--- config.mk ---
export PLATFORM = sky130hd
export DESIGN_NAME = bms_protection_ctrl_flat
export DESIGN_NICKNAME = d
export VERILOG_FILES = /design/src/rtl/bms_prot_pkg.sv /design/src/rtl/bms_protection_ctrl_if.sv /design/src/rtl/fault_debounce.sv /design/src/rtl/bms_protection_ctrl.sv /design/src/flat_wrapper.sv
export SDC_FILE = /design/constraint.sdc
export NUM_CORES = 1
export LEC_CHECK = 0
export CAP_MARGIN = 20
export CORE_ASPECT_RATIO = 1.75
export CORE_MARGIN = 4
export CORE_UTILIZATION = 48
export DETAILED_ROUTE_END_ITERATION = 10
export PLACE_DENSITY = 0.83
export SKIP_CTS_REPAIR_TIMING = 1
export SLEW_MARGIN = 20
export SYNTH_ARGS = -nofsm -noshare
export SYNTH_HDL_FRONTEND = slang
export SYNTH_SLANG_ARGS = --single-unit
--- constraint.sdc ---
create_clock -name clk -period 2 [get_ports clk]
set_input_delay 0.4 -clock clk [delete_from_list [all_inputs] [get_ports clk]]
set_output_delay 0.4 -clock clk [all_outputs]
set_load 0.05 [all_outputs]
--- src/rtl/bms_prot_pkg.sv ---
// Shared types for the pack protection controller: state encoding, fault-code bit map, SOC clamp.
// Latency: n/a (declarations only).
// Backpressure: n/a.
package bms_prot_pkg;

  // Encodings are visible on state_o, so they are fixed values rather than tool-chosen.
  typedef enum logic [2:0] {
    ST_INIT        = 3'd0,
    ST_NORMAL      = 3'd1,
    ST_CHARGE_ONLY = 3'd2,
    ST_FAULT       = 3'd3,
    ST_COOLDOWN    = 3'd4
  } state_t;

  // Bit positions inside fault_code.
  localparam int FC_OV   = 0;
  localparam int FC_OC   = 1;
  localparam int FC_OT   = 2;
  localparam int FC_SOCH = 3;

  // SOC readings above 100 % are sensor overshoot; treat them as full.
  function automatic logic [7:0] soc_clamp(input logic [7:0] soc);
    return (soc > 8'd100) ? 8'd100 : soc;
  endfunction

endpackage

--- src/rtl/bms_protection_ctrl_if.sv ---
// Bundle between threshold comparators (master) and the protection controller (slave).
// Latency: wires only.
// Backpressure: none; flags are level signals sampled every clock.
// Ports: ov/uv per cell, oc pack, ot per sensor, soc_percent, fault_clr in;
//        charge_en, discharge_en, system_fault, fault_code, state_o out.
interface bms_protection_ctrl_if #(
  parameter int N_CELLS = 4,
  parameter int N_TEMP  = 2
);
  logic [N_CELLS-1:0] ov_fault;
  logic [N_CELLS-1:0] uv_fault;
  logic               oc_fault;
  logic [N_TEMP-1:0]  ot_fault;
  logic [7:0]         soc_percent;
  logic               fault_clr;
  logic               charge_en;
  logic               discharge_en;
  logic               system_fault;
  logic [3:0]         fault_code;
  logic [2:0]         state_o;

  modport master (
    output ov_fault, uv_fault, oc_fault, ot_fault, soc_percent, fault_clr,
    input  charge_en, discharge_en, system_fault, fault_code, state_o
  );

  modport slave (
    input  ov_fault, uv_fault, oc_fault, ot_fault, soc_percent, fault_clr,
    output charge_en, discharge_en, system_fault, fault_code, state_o
  );
endinterface

--- src/rtl/fault_debounce.sv ---
// Qualifies one raw fault flag after DEB_CYC consecutive high samples.
// Latency: qual rises after the DEB_CYC-th consecutive high edge; drops one edge after raw low.
// Backpressure: none.
// Ports: clk, rst_n (async, active-low), raw in, qual out (registered).
module fault_debounce #(
  parameter int DEB_CYC = 4
) (
  input  logic clk,
  input  logic rst_n,
  input  logic raw,
  output logic qual
);
  localparam int            CW      = $clog2(DEB_CYC + 1);
  localparam logic [CW-1:0] CNT_MAX = CW'(DEB_CYC);

  logic [CW-1:0] cnt;
  logic [CW-1:0] cnt_nxt;

  // Any low sample restarts the run; the count saturates so a held fault stays qualified.
  always_comb begin
    cnt_nxt = '0;
    if (raw) cnt_nxt = (cnt == CNT_MAX) ? cnt : cnt + CW'(1);
  end

  always_ff @(posedge clk or negedge rst_n) begin
    if (!rst_n) begin
      cnt  <= '0;
      qual <= 1'b0;
    end else begin
      cnt  <= cnt_nxt;
      qual <= (cnt_nxt == CNT_MAX);
    end
  end
endmodule

--- src/rtl/bms_protection_ctrl.sv ---
// Pack protection FSM: debounced fault classes + SOC hysteresis drive charge/discharge enables.
// Latency: outputs are registered from the next state, so they change on the same edge as state.
// Backpressure: none; fault_clr is a single-cycle pulse, honoured only in FAULT with no hard fault.
// Ports: clk, rst_n (async, active-low), bus (slave modport of bms_protection_ctrl_if).
module bms_protection_ctrl
  import bms_prot_pkg::*;
#(
  parameter int N_CELLS      = 4,
  parameter int N_TEMP       = 2,
  parameter int DEB_CYC      = 4,
  parameter int RECOVER_CYC  = 8,
  parameter int COOLDOWN_CYC = 16,
  parameter int SOC_LOW      = 10,
  parameter int SOC_HIGH     = 95,
  parameter int SOC_HYST     = 3
) (
  input  logic                  clk,
  input  logic                  rst_n,
  bms_protection_ctrl_if.slave  bus
);
  localparam int               RW         = $clog2(RECOVER_CYC + 1);
  localparam int               TW         = $clog2(COOLDOWN_CYC + 1);
  localparam logic [RW-1:0]    REC_LAST   = RW'(RECOVER_CYC - 1);
  localparam logic [TW-1:0]    CD_LAST    = TW'(COOLDOWN_CYC - 1);
  localparam logic [7:0]       SOC_LOW_V  = 8'(SOC_LOW);
  localparam logic [7:0]       SOC_CLR_V  = 8'(SOC_LOW + SOC_HYST);
  localparam logic [7:0]       SOC_HIGH_V = 8'(SOC_HIGH);

  logic [7:0]    soc_c;
  logic          q_ov, q_uv, q_oc, q_ot, q_soch;
  logic          low_soc;
  logic [3:0]    hf_vec;
  logic          hf, sf;
  state_t        state, state_nxt;
  logic [RW-1:0] rec_cnt, rec_nxt;
  logic [TW-1:0] cd_tmr, cd_nxt;
  logic [3:0]    code_q, code_nxt;
  logic          chg_q, dis_q, sys_q;

  assign soc_c = soc_clamp(bus.soc_percent);

  fault_debounce #(.DEB_CYC(DEB_CYC)) u_deb_ov (
    .clk(clk), .rst_n(rst_n), .raw(|bus.ov_fault[N_CELLS-1:0]), .qual(q_ov));
  fault_debounce #(.DEB_CYC(DEB_CYC)) u_deb_uv (
    .clk(clk), .rst_n(rst_n), .raw(|bus.uv_fault[N_CELLS-1:0]), .qual(q_uv));
  fault_debounce #(.DEB_CYC(DEB_CYC)) u_deb_oc (
    .clk(clk), .rst_n(rst_n), .raw(bus.oc_fault), .qual(q_oc));
  fault_debounce #(.DEB_CYC(DEB_CYC)) u_deb_ot (
    .clk(clk), .rst_n(rst_n), .raw(|bus.ot_fault[N_TEMP-1:0]), .qual(q_ot));
  fault_debounce #(.DEB_CYC(DEB_CYC)) u_deb_soch (
    .clk(clk), .rst_n(rst_n), .raw(soc_c >= SOC_HIGH_V), .qual(q_soch));

  // Low-SOC flag: the band between set and clear thresholds holds the previous value.
  always_ff @(posedge clk or negedge rst_n) begin
    if (!rst_n)                  low_soc <= 1'b0;
    else if (soc_c <= SOC_LOW_V) low_soc <= 1'b1;
    else if (soc_c >= SOC_CLR_V) low_soc <= 1'b0;
  end

  always_comb begin
    hf_vec          = '0;
    hf_vec[FC_OV]   = q_ov;
    hf_vec[FC_OC]   = q_oc;
    hf_vec[FC_OT]   = q_ot;
    hf_vec[FC_SOCH] = q_soch;
  end
  assign hf = |hf_vec;
  assign sf = q_uv | low_soc;

  always_comb begin
    state_nxt = state;
    rec_nxt   = rec_cnt;
    cd_nxt    = cd_tmr;
    code_nxt  = code_q;
    case (state)
      ST_INIT:        state_nxt = hf ? ST_FAULT : ST_NORMAL;
      ST_NORMAL: begin
        if (hf)      state_nxt = ST_FAULT;
        else if (sf) state_nxt = ST_CHARGE_ONLY;
      end
      ST_CHARGE_ONLY: begin
        if (hf)                       state_nxt = ST_FAULT;
        else if (sf)                  rec_nxt   = '0;
        else if (rec_cnt == REC_LAST) state_nxt = ST_NORMAL;
        else                          rec_nxt   = rec_cnt + RW'(1);
      end
      ST_FAULT: begin
        // A clear seen while a hard fault is still qualified is simply dropped.
        if (bus.fault_clr && !hf) state_nxt = ST_COOLDOWN;
      end
      ST_COOLDOWN: begin
        if (hf)                     state_nxt = ST_FAULT;
        else if (cd_tmr == CD_LAST) state_nxt = ST_INIT;
        else                        cd_nxt    = cd_tmr + TW'(1);
      end
      default:        state_nxt = ST_INIT;
    endcase
    // Counters only live inside their own state, so leaving clears them for the next entry.
    if (state_nxt != ST_CHARGE_ONLY) rec_nxt = '0;
    if (state_nxt != ST_COOLDOWN)    cd_nxt  = '0;
    if (state_nxt == ST_FAULT)       code_nxt = code_q | hf_vec;
    if (state_nxt == ST_INIT)        code_nxt = '0;
  end

  always_ff @(posedge clk or negedge rst_n) begin
    if (!rst_n) begin
      state   <= ST_INIT;
      rec_cnt <= '0;
      cd_tmr  <= '0;
      code_q  <= '0;
      chg_q   <= 1'b0;
      dis_q   <= 1'b0;
      sys_q   <= 1'b0;
    end else begin
      state   <= state_nxt;
      rec_cnt <= rec_nxt;
      cd_tmr  <= cd_nxt;
      code_q  <= code_nxt;
      chg_q   <= (state_nxt == ST_NORMAL) || (state_nxt == ST_CHARGE_ONLY);
      dis_q   <= (state_nxt == ST_NORMAL);
      sys_q   <= (state_nxt == ST_FAULT) || (state_nxt == ST_COOLDOWN);
    end
  end

  assign bus.charge_en    = chg_q;
  assign bus.discharge_en = dis_q;
  assign bus.system_fault = sys_q;
  assign bus.fault_code   = code_q;
  assign bus.state_o      = state;
endmodule

--- src/flat_wrapper.sv ---
// flat-port wrapper written by rule: the top's interface ports become plain ports
module bms_protection_ctrl_flat import bms_prot_pkg::*;
#(
  parameter int N_CELLS      = 4,
  parameter int N_TEMP       = 2,
  parameter int DEB_CYC      = 4,
  parameter int RECOVER_CYC  = 8,
  parameter int COOLDOWN_CYC = 16,
  parameter int SOC_LOW      = 10,
  parameter int SOC_HIGH     = 95,
  parameter int SOC_HYST     = 3
)
  (clk, rst_n, bus_ov_fault, bus_uv_fault, bus_oc_fault, bus_ot_fault, bus_soc_percent, bus_fault_clr, bus_charge_en, bus_discharge_en, bus_system_fault, bus_fault_code, bus_state_o);
  bms_protection_ctrl_if #(.N_CELLS(N_CELLS), .N_TEMP(N_TEMP)) bus_i ();
  input  logic clk;
  input  logic rst_n;
  input wire logic [$bits(bus_i.ov_fault)-1:0] bus_ov_fault;
  input wire logic [$bits(bus_i.uv_fault)-1:0] bus_uv_fault;
  input wire logic [$bits(bus_i.oc_fault)-1:0] bus_oc_fault;
  input wire logic [$bits(bus_i.ot_fault)-1:0] bus_ot_fault;
  input wire logic [$bits(bus_i.soc_percent)-1:0] bus_soc_percent;
  input wire logic [$bits(bus_i.fault_clr)-1:0] bus_fault_clr;
  output wire logic [$bits(bus_i.charge_en)-1:0] bus_charge_en;
  output wire logic [$bits(bus_i.discharge_en)-1:0] bus_discharge_en;
  output wire logic [$bits(bus_i.system_fault)-1:0] bus_system_fault;
  output wire logic [$bits(bus_i.fault_code)-1:0] bus_fault_code;
  output wire logic [$bits(bus_i.state_o)-1:0] bus_state_o;
  assign bus_i.ov_fault = bus_ov_fault;
  assign bus_i.uv_fault = bus_uv_fault;
  assign bus_i.oc_fault = bus_oc_fault;
  assign bus_i.ot_fault = bus_ot_fault;
  assign bus_i.soc_percent = bus_soc_percent;
  assign bus_i.fault_clr = bus_fault_clr;
  assign bus_charge_en = bus_i.charge_en;
  assign bus_discharge_en = bus_i.discharge_en;
  assign bus_system_fault = bus_i.system_fault;
  assign bus_fault_code = bus_i.fault_code;
  assign bus_state_o = bus_i.state_o;
  bms_protection_ctrl #(.N_CELLS(N_CELLS), .N_TEMP(N_TEMP), .DEB_CYC(DEB_CYC), .RECOVER_CYC(RECOVER_CYC), .COOLDOWN_CYC(COOLDOWN_CYC), .SOC_LOW(SOC_LOW), .SOC_HIGH(SOC_HIGH), .SOC_HYST(SOC_HYST)) u_core (.clk(clk), .rst_n(rst_n), .bus(bus_i));
endmodule
==> results of run 1 <==
-- kinds of logic after synthesis --
family	after synthesis	share of synthesized area [%]
compound gates	36	14.6
xor+xnor	8	3.49
fa+ha+maj	13	8.09
buf+inv	24	4.61
flops	40	49.8
mux	2	0.996
simple gates	73	18.4
-- power groups by stage --
stage	Sequential [mW]	Clock (mW)	Combinational [mW]
2_1_floorplan	1.54	0	1.11
3_3_place_gp	1.30	0	1.95
3_5_place_dp	1.31	0	2.00
4_1_cts	1.30	0.651	2.01
5_1_grt	1.36	0.685	2.23
6_report	1.32	0.631	2.04
-- sequential cells by signal, indices dropped and copies added, names as in the netlist --
name	cells
u_core.cd_tmr	5
u_core.bus.fault_code	4
u_core.rec_cnt	4
u_core.bus.state_o	3
u_core.u_deb_oc.cnt	3
u_core.u_deb_ot.cnt	3
u_core.u_deb_ov.cnt	3
u_core.u_deb_soch.cnt	3
u_core.u_deb_uv.cnt	3
u_core.bus.charge_en	1
u_core.bus.discharge_en	1
u_core.bus.system_fault	1
u_core.low_soc	1
u_core.u_deb_oc.qual	1
u_core.u_deb_ot.qual	1
u_core.u_deb_ov.qual	1
u_core.u_deb_soch.qual	1
u_core.u_deb_uv.qual	1
-- path summary, 6_finish.rpt --
path / from / to / cells past startpoint
hold reg to reg: u_core.bus.fault_code[2]$_DFFE_PN0P_ / u_core.bus.fault_code[2]$_DFFE_PN0P_ / 1
hold / removal: rst_n / u_core.rec_cnt[0]$_DFFE_PN0P_ / 1
min in group clk: u_core.bus.fault_code[2]$_DFFE_PN0P_ / u_core.bus.fault_code[2]$_DFFE_PN0P_ / 1
setup reg to reg: u_core.u_deb_ot.qual$_DFF_PN0_ / u_core.rec_cnt[3]$_DFFE_PN0P_ / 4
max in group asynchronous: rst_n / u_core.bus.state_o[1]$_DFF_PN0_ / 2
setup / recovery: u_core.u_deb_ot.qual$_DFF_PN0_ / u_core.rec_cnt[3]$_DFFE_PN0P_ / 4
-- per-layer routing --
layer	GRT usage [%]	up-vias
li1	-	793
met2	29.2	30
met5	0	-
met3	3.31	5
met1	15.3	768
met4	6.19	0
-- layout make-up --
type,instances,area (sq um)
Tap cell,48,60.1
Clock inverter,2,35.0
Sequential cell,40,1000
Clock buffer,6,72.6
Timing Repair Buffer,52,455
Multi-Input combinational cell,132,970
Inverter,18,67.6
Fill cell,319,1320
-- metrics by stage --
stage	power, mW	setup slack, ps	hold WS (ps)	setup TNS, ps	utilization (%)
4_1_cts	3.95	-113	72.4	-589	65.4
6_report	3.99	-13.4	68.3	-15.8	66.9
2_1_floorplan	2.65	-7.77	104	-15.5	-
3_5_place_dp	3.31	-92.3	387	-409	62.7
3_3_place_gp	3.24	-35.4	377	-118	62.7
5_1_grt	4.27	-45.6	81.5	-190	66.9
-- worst register-to-register path, cell delays in order, from the launching register on --
cell and delay [ps]:
dfrtp_1 390, or4_4 550, or4_4 550, o21a_1 210, o211a_1 210
-- cells in the final DEF, fill, tap and decap left out, drive strengths merged, types with 5 or more instances in the layout --
cell type      Yosys  final
nor4               7      7
and2               5      5
xnor2              6      6
a21oi              6      6
dfrtp             40     40
inv               18     18
buf                1     25
o211a              6      6
clkdlybuf4s50      0     27
nor3               5      5
nor2              26     26
o21ai              6      6
ha                13     13
clkbuf             5      6
nand2             12     12
==> key figures, run 1 <==
Synth
  • Ys Warns: 0
  • Syn Nets: 231
  • Number of synthesized register bits: 40
  • Synthesized cell area: 2010 sq um
  • Top cell type by total area after synthesis: dfrtp_1
  • Async SR Flop Fraction: 100%
  • Yosys top cell area share: 49.8%
  • Synth cell types: 42
  • Syn Inst Count: 196
  • Avg Inst Size Synth: 10.3 sq um
  • Synth area leaders: dfrtp_1 50%, ha_1 8.1%, nor2_1 4.9%, inv_1 3.4%, o211a_1 3.0%
  • Top-count cell post-synth: dfrtp_1
  • Ys flop type: dfrtp_1
  • EDFF count, synth: 0
  • Synth top cells by count: 40 x dfrtp_1, 26 x nor2_1, 18 x inv_1, 13 x ha_1, 12 x nand2_1
  • Sequential fraction of the synthesis area: 49.8%

Routing
  • DR WL met3: 142 um
  • DR DRC count: 0
  • Starting DRT DRC Count: 29
  • Drt wl/cell: 13.3 um
  • Detailed-route vias per instance: 5.36
  • Vias after detailed routing: 1596
  • DR pass1 iterations: 4
  • DRT antenna net count: 0
  • Metal2 WL: 2260 um
  • Top Metal Used: met4
  • Wl on met1: 1500 um
  • Routed WL: 3960 um

Critical path
  • CP delay by family, top: simple AND/OR/NAND/NOR gates
  • Crit Path Category: flop to flop
  • WP data required: 2180 ps
  • CP max stage delay: 550 ps
  • Crit-path max FO: 7
  • Internal reg-to-reg setup slack: -10 ps
  • Cell Chain, Critical Path: or4_4 -> or4_4 -> o21a_1 -> o211a_1
  • CP Capture Type: flop
  • CP max-delay cell: or4_4
  • Most frequent CP cell: or4_4
  • Crit path DAT: 2190 ps
  • Worst Path Buf+Inv: 0
  • Startpoint types: flop

Cells and area
  • Post-Layout Cell Count: 298
  • Final nets: 284
  • Area Growth Syn to Fin: 32.6%
  • Inserted Diodes: 0
  • Fin area: 2660 sq um
  • Layout cells sized above 1: 20.0%

Placement
  • Placed cells: 289
  • Port bufs: 31
  • Placer Congestion: 0.840
  • Hpwl dp: 2970 um
  • Dpl cell area: 2490 sq um

Pwr
  • Leak: 1.32 nW
  • Clock power frac: 15.8%
  • Comb pwr share: 51.2%
  • Worst VDD drop: 0.00110 V
  • Sequential share of power: 33.0%
  • Internal: 2.34 mW
  • Power Density: 1500 nW/um^2
  • Switching Share: 41.3%
  • Net switching power figure: 1.65 mW

Global routing
  • Largest net degree at the start of global routing: 22
  • Initial antenna violation count: 0
  • Global-route wire length before repair: 6460 um
  • Total Routing Usage GR: 15.2%
  • Vias in the first global route: 1610
  • GR Overflow Total: 0

Timing
  • RSZ-0062 raised after global routing: yes
  • Tmin final: 2010 ps
  • Hold Violations, Final: 0
  • Post-route setup slack: -13.4 ps
  • Worst rel slew slack: 66.8%
  • Slew Viols, Final: 0
  • Max Clk Rate: 497 MHz
  • Crit share post-route: 101%
  • Layout Skew: 5.57 ps
  • Worst-margin pin slew: 497 ps
  • Final setup vio count: 2

Worst hold path
  • HP Class: input port to async pin

Clock network
  • CTS root buf: clkbuf_8
  • CTS tree: yes
  • Clk sinks: 40
  • Clk_lat worst skew: 290 ps
  • CTS Buffer Depth: 2
  • Clk slew on worst S/H paths: 80 ps
  • Num CTS Buffers: 5
  • H-tree lvl count: 2

Die
  • IO Pins: 32
  • Die W: 56.9 um
  • Die area: 5330 sq um
  • Initial core utilization: 50.5%
  • Chip height: 93.6 um
  • Site Rows: 30
  • Core area: 3980 sq um

Flow run
  • Max cap viols: 0

Outcome
  • Failing checks: negative setup slack
  • Outcome: finished with violations
No activity file was read; power rests on OpenSTA's default activity.
==> inputs of run 2 (changes only) <==
- CORE_MARGIN: 4 -> 2
- PLACE_DENSITY: 0.83 -> 0.82
- SYNTH_HIERARCHICAL: unset -> 1
==> run 2 against run 1 <==
Net effect:
- the run now ends clean
- synthesized area is 6.9% higher
- final area is 1.3% higher
- first-iteration DRC count is 34% lower
- critical path depth is 4 higher
- global-route usage is 3.7 points higher
- clock power is 0.6% higher
- total power is 1.2% lower
- critical endpoint is now u_core/bus.fault_code[3]$_DFFE_PN0P_
- highest routed layer unchanged
==> key figures, run 2 <==
Timing
  • RSZ-0062 raised after global routing: yes (unchanged)
  • Crit share post-route: 95.0% (was 101%)
  • Worst rel slew slack: 66.6% (was 66.8%)
  • Final setup vio count: 0 (was 2)
  • Worst-margin pin slew: 499 ps (was 497 ps)
  • Slew Viols, Final: 0 (unchanged)
  • Post-route setup slack: 99.2 ps (was -13.4 ps)
  • Tmin final: 1900 ps (was 2010 ps)
  • Hold Violations, Final: 0 (unchanged)
  • Layout Skew: 8.58 ps (was 5.57 ps)
  • Max Clk Rate: 526 MHz (was 497 MHz)

Cells and area
  • Fillers: 355 (was 319)
  • Area Growth Syn to Fin: 25.6% (was 32.6%)
  • Final nets: 282 (was 284)
  • Register area: 1000 sq um (about the same)
  • Layout cells sized above 1: 16.1% (was 20.0%)
  • Max reg flops: 5 (unchanged)
  • Finished Core Util: 61.8% (was 66.9%)
  • Inserted Diodes: 0 (unchanged)
  • Area taken by multi-input logic gates: 1060 sq um (was 970 sq um)
  • Register with the most flip-flops: u_core/cd_tmr (was u_core.cd_tmr)
  • Most frequent cells in the layout: 40 x dfrtp_1, 27 x clkdlybuf4s50_1, 19 x inv_1 (was 38 x dfrtp_1, 27 x clkdlybuf4s50_1, 26 x nor2_1)
  • Fin area: 2700 sq um (was 2660 sq um)
  • Commonest non-fill, non-tap cell in the layout: dfrtp_1 (unchanged)

Global routing
  • Global-route wire length before repair: 7070 um (was 6460 um)
  • Initial antenna violation count: 0 (unchanged)
  • Total Routing Usage GR: 19.0% (was 15.2%)
  • GR Overflow Total: 0 (unchanged)
  • Largest net degree at the start of global routing: 23 (was 22)
  • Vias in the first global route: 1691 (was 1610)

Die
  • IO Pins: 32 (unchanged)
  • Die area: 5050 sq um (was 5330 sq um)
  • Initial core utilization: 49.2% (was 50.5%)
  • Site Rows: 32 (was 30)
  • Core area: 4360 sq um (was 3980 sq um)
  • Die W: 54.6 um (was 56.9 um)
  • Chip height: 92.5 um (was 93.6 um)

Placement
  • Placer Congestion: 0.732 (was 0.840)
  • Hpwl dp: 3130 um (was 2970 um)
  • Pre-CTS setup slack: -66.5 ps (was -92.3 ps)
  • Port bufs: 31 (unchanged)
  • Dpl cell area: 2580 sq um (was 2490 sq um)

Synth
  • Avg Inst Size Synth: 10.7 sq um (was 10.3 sq um)
  • Synth top cells by count: 40 x dfrtp_1, 19 x inv_1, 13 x ha_1, 12 x a21oi_1, 11 x nand2b_1 (was 40 x dfrtp_1, 26 x nor2_1, 18 x inv_1, 13 x ha_1, 12 x nand2_1)
  • EDFF count, synth: 0 (unchanged)
  • Synth area leaders: dfrtp_1 47%, ha_1 7.6%, a311oi_2 3.5%, inv_1 3.3%, nand2b_1 3.2% (was dfrtp_1 50%, ha_1 8.1%, nor2_1 4.9%, inv_1 3.4%, o211a_1 3.0%)
  • Synth cell types: 47 (was 42)
  • Top-count cell post-synth: dfrtp_1 (unchanged)
  • Top cell type by total area after synthesis: dfrtp_1 (unchanged)
  • Number of synthesized register bits: 40 (unchanged)
  • Syn Nets: 236 (was 231)
  • Sequential fraction of the synthesis area: 46.6% (was 49.8%)
  • Yosys top cell area share: 46.6% (was 49.8%)
  • Ys flop type: dfrtp_1 (unchanged)
  • Synthesized cell area: 2150 sq um (was 2010 sq um)
  • Ys Warns: 6 (was 0)
  • Syn Inst Count: 201 (was 196)
  • Async SR Flop Fraction: 100% (unchanged)

Routing
  • DR pass1 iterations: 4 (unchanged)
  • Routed WL: 3980 um (was 3960 um)
  • Starting DRT DRC Count: 19 (was 29)
  • DR DRC count: 0 (unchanged)
  • Drt wl/cell: 13.3 um (about the same)
  • Detailed-route vias per instance: 5.51 (was 5.36)
  • DRT antenna net count: 0 (unchanged)
  • Vias after detailed routing: 1647 (was 1596)

Critical path
  • Crit-path max FO: 4 (was 7)
  • CP Capture Type: flop (unchanged)
  • Crit Path Category: flop to flop (unchanged)
  • Crit path DAT: 2120 ps (was 2190 ps)
  • Critical path launch point: u_core/cd_tmr[0]$_DFFE_PN0P_ (was u_core.u_deb_ot.qual$_DFF_PN0_)
  • Startpoint types: flop (unchanged)
  • Reg2reg start: u_core/cd_tmr[0]$_DFFE_PN0P_ (was u_core.u_deb_ot.qual$_DFF_PN0_)
  • WP data required: 2220 ps (was 2180 ps)

Clock network
  • Num CTS Buffers: 5 (unchanged)
  • CTS tree: yes (unchanged)
  • Clk_lat worst skew: 290 ps (about the same)
  • CTS root buf: clkbuf_8 (unchanged)
  • Clk sinks: 40 (unchanged)
  • CTS Buffer Depth: 2 (unchanged)
  • Clk slew on worst S/H paths: 80 ps (about the same)
  • H-tree lvl count: 2 (unchanged)

Pwr
  • Power Density: 1460 nW/um^2 (was 1500 nW/um^2)
  • Switching Share: 41.3% (about the same)
  • Clock power frac: 16.1% (was 15.8%)
  • Net switching power figure: 1.63 mW (was 1.65 mW)
  • Total power: 3.94 mW (was 3.99 mW)
  • Comb pwr share: 49.9% (was 51.2%)
  • Worst VDD drop: 0.00110 V (about the same)
  • Sequential share of power: 34.0% (was 33.0%)
  • Internal: 2.31 mW (was 2.34 mW)
  • Leak: 1.26 nW (was 1.32 nW)

Worst hold path
  • HP Class: input port to async pin (unchanged)

Flow run
  • Max cap viols: 0 (unchanged)

Outcome
  • Outcome: completed (was finished with violations)
-- run 2: changes by cell type after synthesis, sizes merged, moves of 4 or more --
cell	delta
and3	+7
nand2b	+11
a21oi	+6
nor2	-19
a31oi	+4
or3b	+5
nand2	-7
nor4	-6
o211a	-5
a311oi	+6
xnor2	-4
-- run 2: critical path, cell delays in order, from the launching register on --
cell,delay (ps)
dfrtp_1,390
ha_1,210
and3_1,180
ha_1,190
nor4b_2,250
buf_4,150
o21ai_1,80
o2111ai_1,190
a22o_1,200
-- run 2: routing by layer --
layer | vias to the layer above | GRT usage (%) | part of all wire, %
li1 | 817 | - | -
met1 | 804 | 19.4 | 37
met2 | 22 | 35.1 | 59
met3 | 4 | 3.71 | 2.8
met4 | 0 | 7.50 | 1.2
met5 | - | 0 | 0
-- run 2: cell type report --
class	instances	share of cell area (%)
multi-input cells	137	39.3
flip-flops and latches	40	37.1
repair buffers	44	14.6
clock buffers	6	2.69
inverters	19	2.64
well taps	51	2.36
clock inverters	2	1.30
-- run 2: per-stage QoR --
| step | instances | hold slack [ps] | TNS [ps] |
|---|---|---|---|
| final | 299 | 58.1 | 0 |
| after global routing | 299 | 94.1 | -156 |
| after CTS | 299 | 72.4 | -289 |
| after detailed placement | 291 | 388 | -146 |
| after global placement | 291 | 387 | -5.52 |
| after floorplan | 201 | 104 | 0 |
-- run 2: worst paths after layout --
check	cells after the start	slack, ps	endpoint
max in group asynchronous	2	1410	u_core/rec_cnt[0]$_DFFE_PN0P_
min	1	60	u_core/u_deb_soch/qual$_DFF_PN0_
min in group clk	1	520	u_core/bus.fault_code[2]$_DFFE_PN0P_
max	8	100	u_core/bus.fault_code[3]$_DFFE_PN0P_
min reg2reg	1	520	u_core/bus.fault_code[2]$_DFFE_PN0P_
max reg2reg	8	100	u_core/bus.fault_code[3]$_DFFE_PN0P_
-- run 2: cells by family (layout without fill, tap and decap cells) --
| family | count (synthesis) | after routing | share of synthesized area, % |
|---|---|---|---|
| DFF | 40 | 40 | 46.6 |
| xor gates and xnor gates | 4 | 4 | 1.63 |
| adders and majority gates | 13 | 13 | 7.57 |
| and+or+nand+nor | 64 | 64 | 19.6 |
| buffers and inverters | 24 | 71 | 4.66 |
| muxes | 2 | 2 | 0.932 |
| AOI/OAI and AO/OA | 54 | 54 | 19.0 |
-- run 2: power by group through the flow --
stage	Combinational [mW]	Clock [mW]	Sequential [mW]
2_1_floorplan	1.13	0	1.58
3_3_place_gp	1.92	0	1.34
3_5_place_dp	1.96	0	1.35
4_1_cts	1.98	0.653	1.34
5_1_grt	2.16	0.680	1.38
6_report	1.97	0.635	1.34
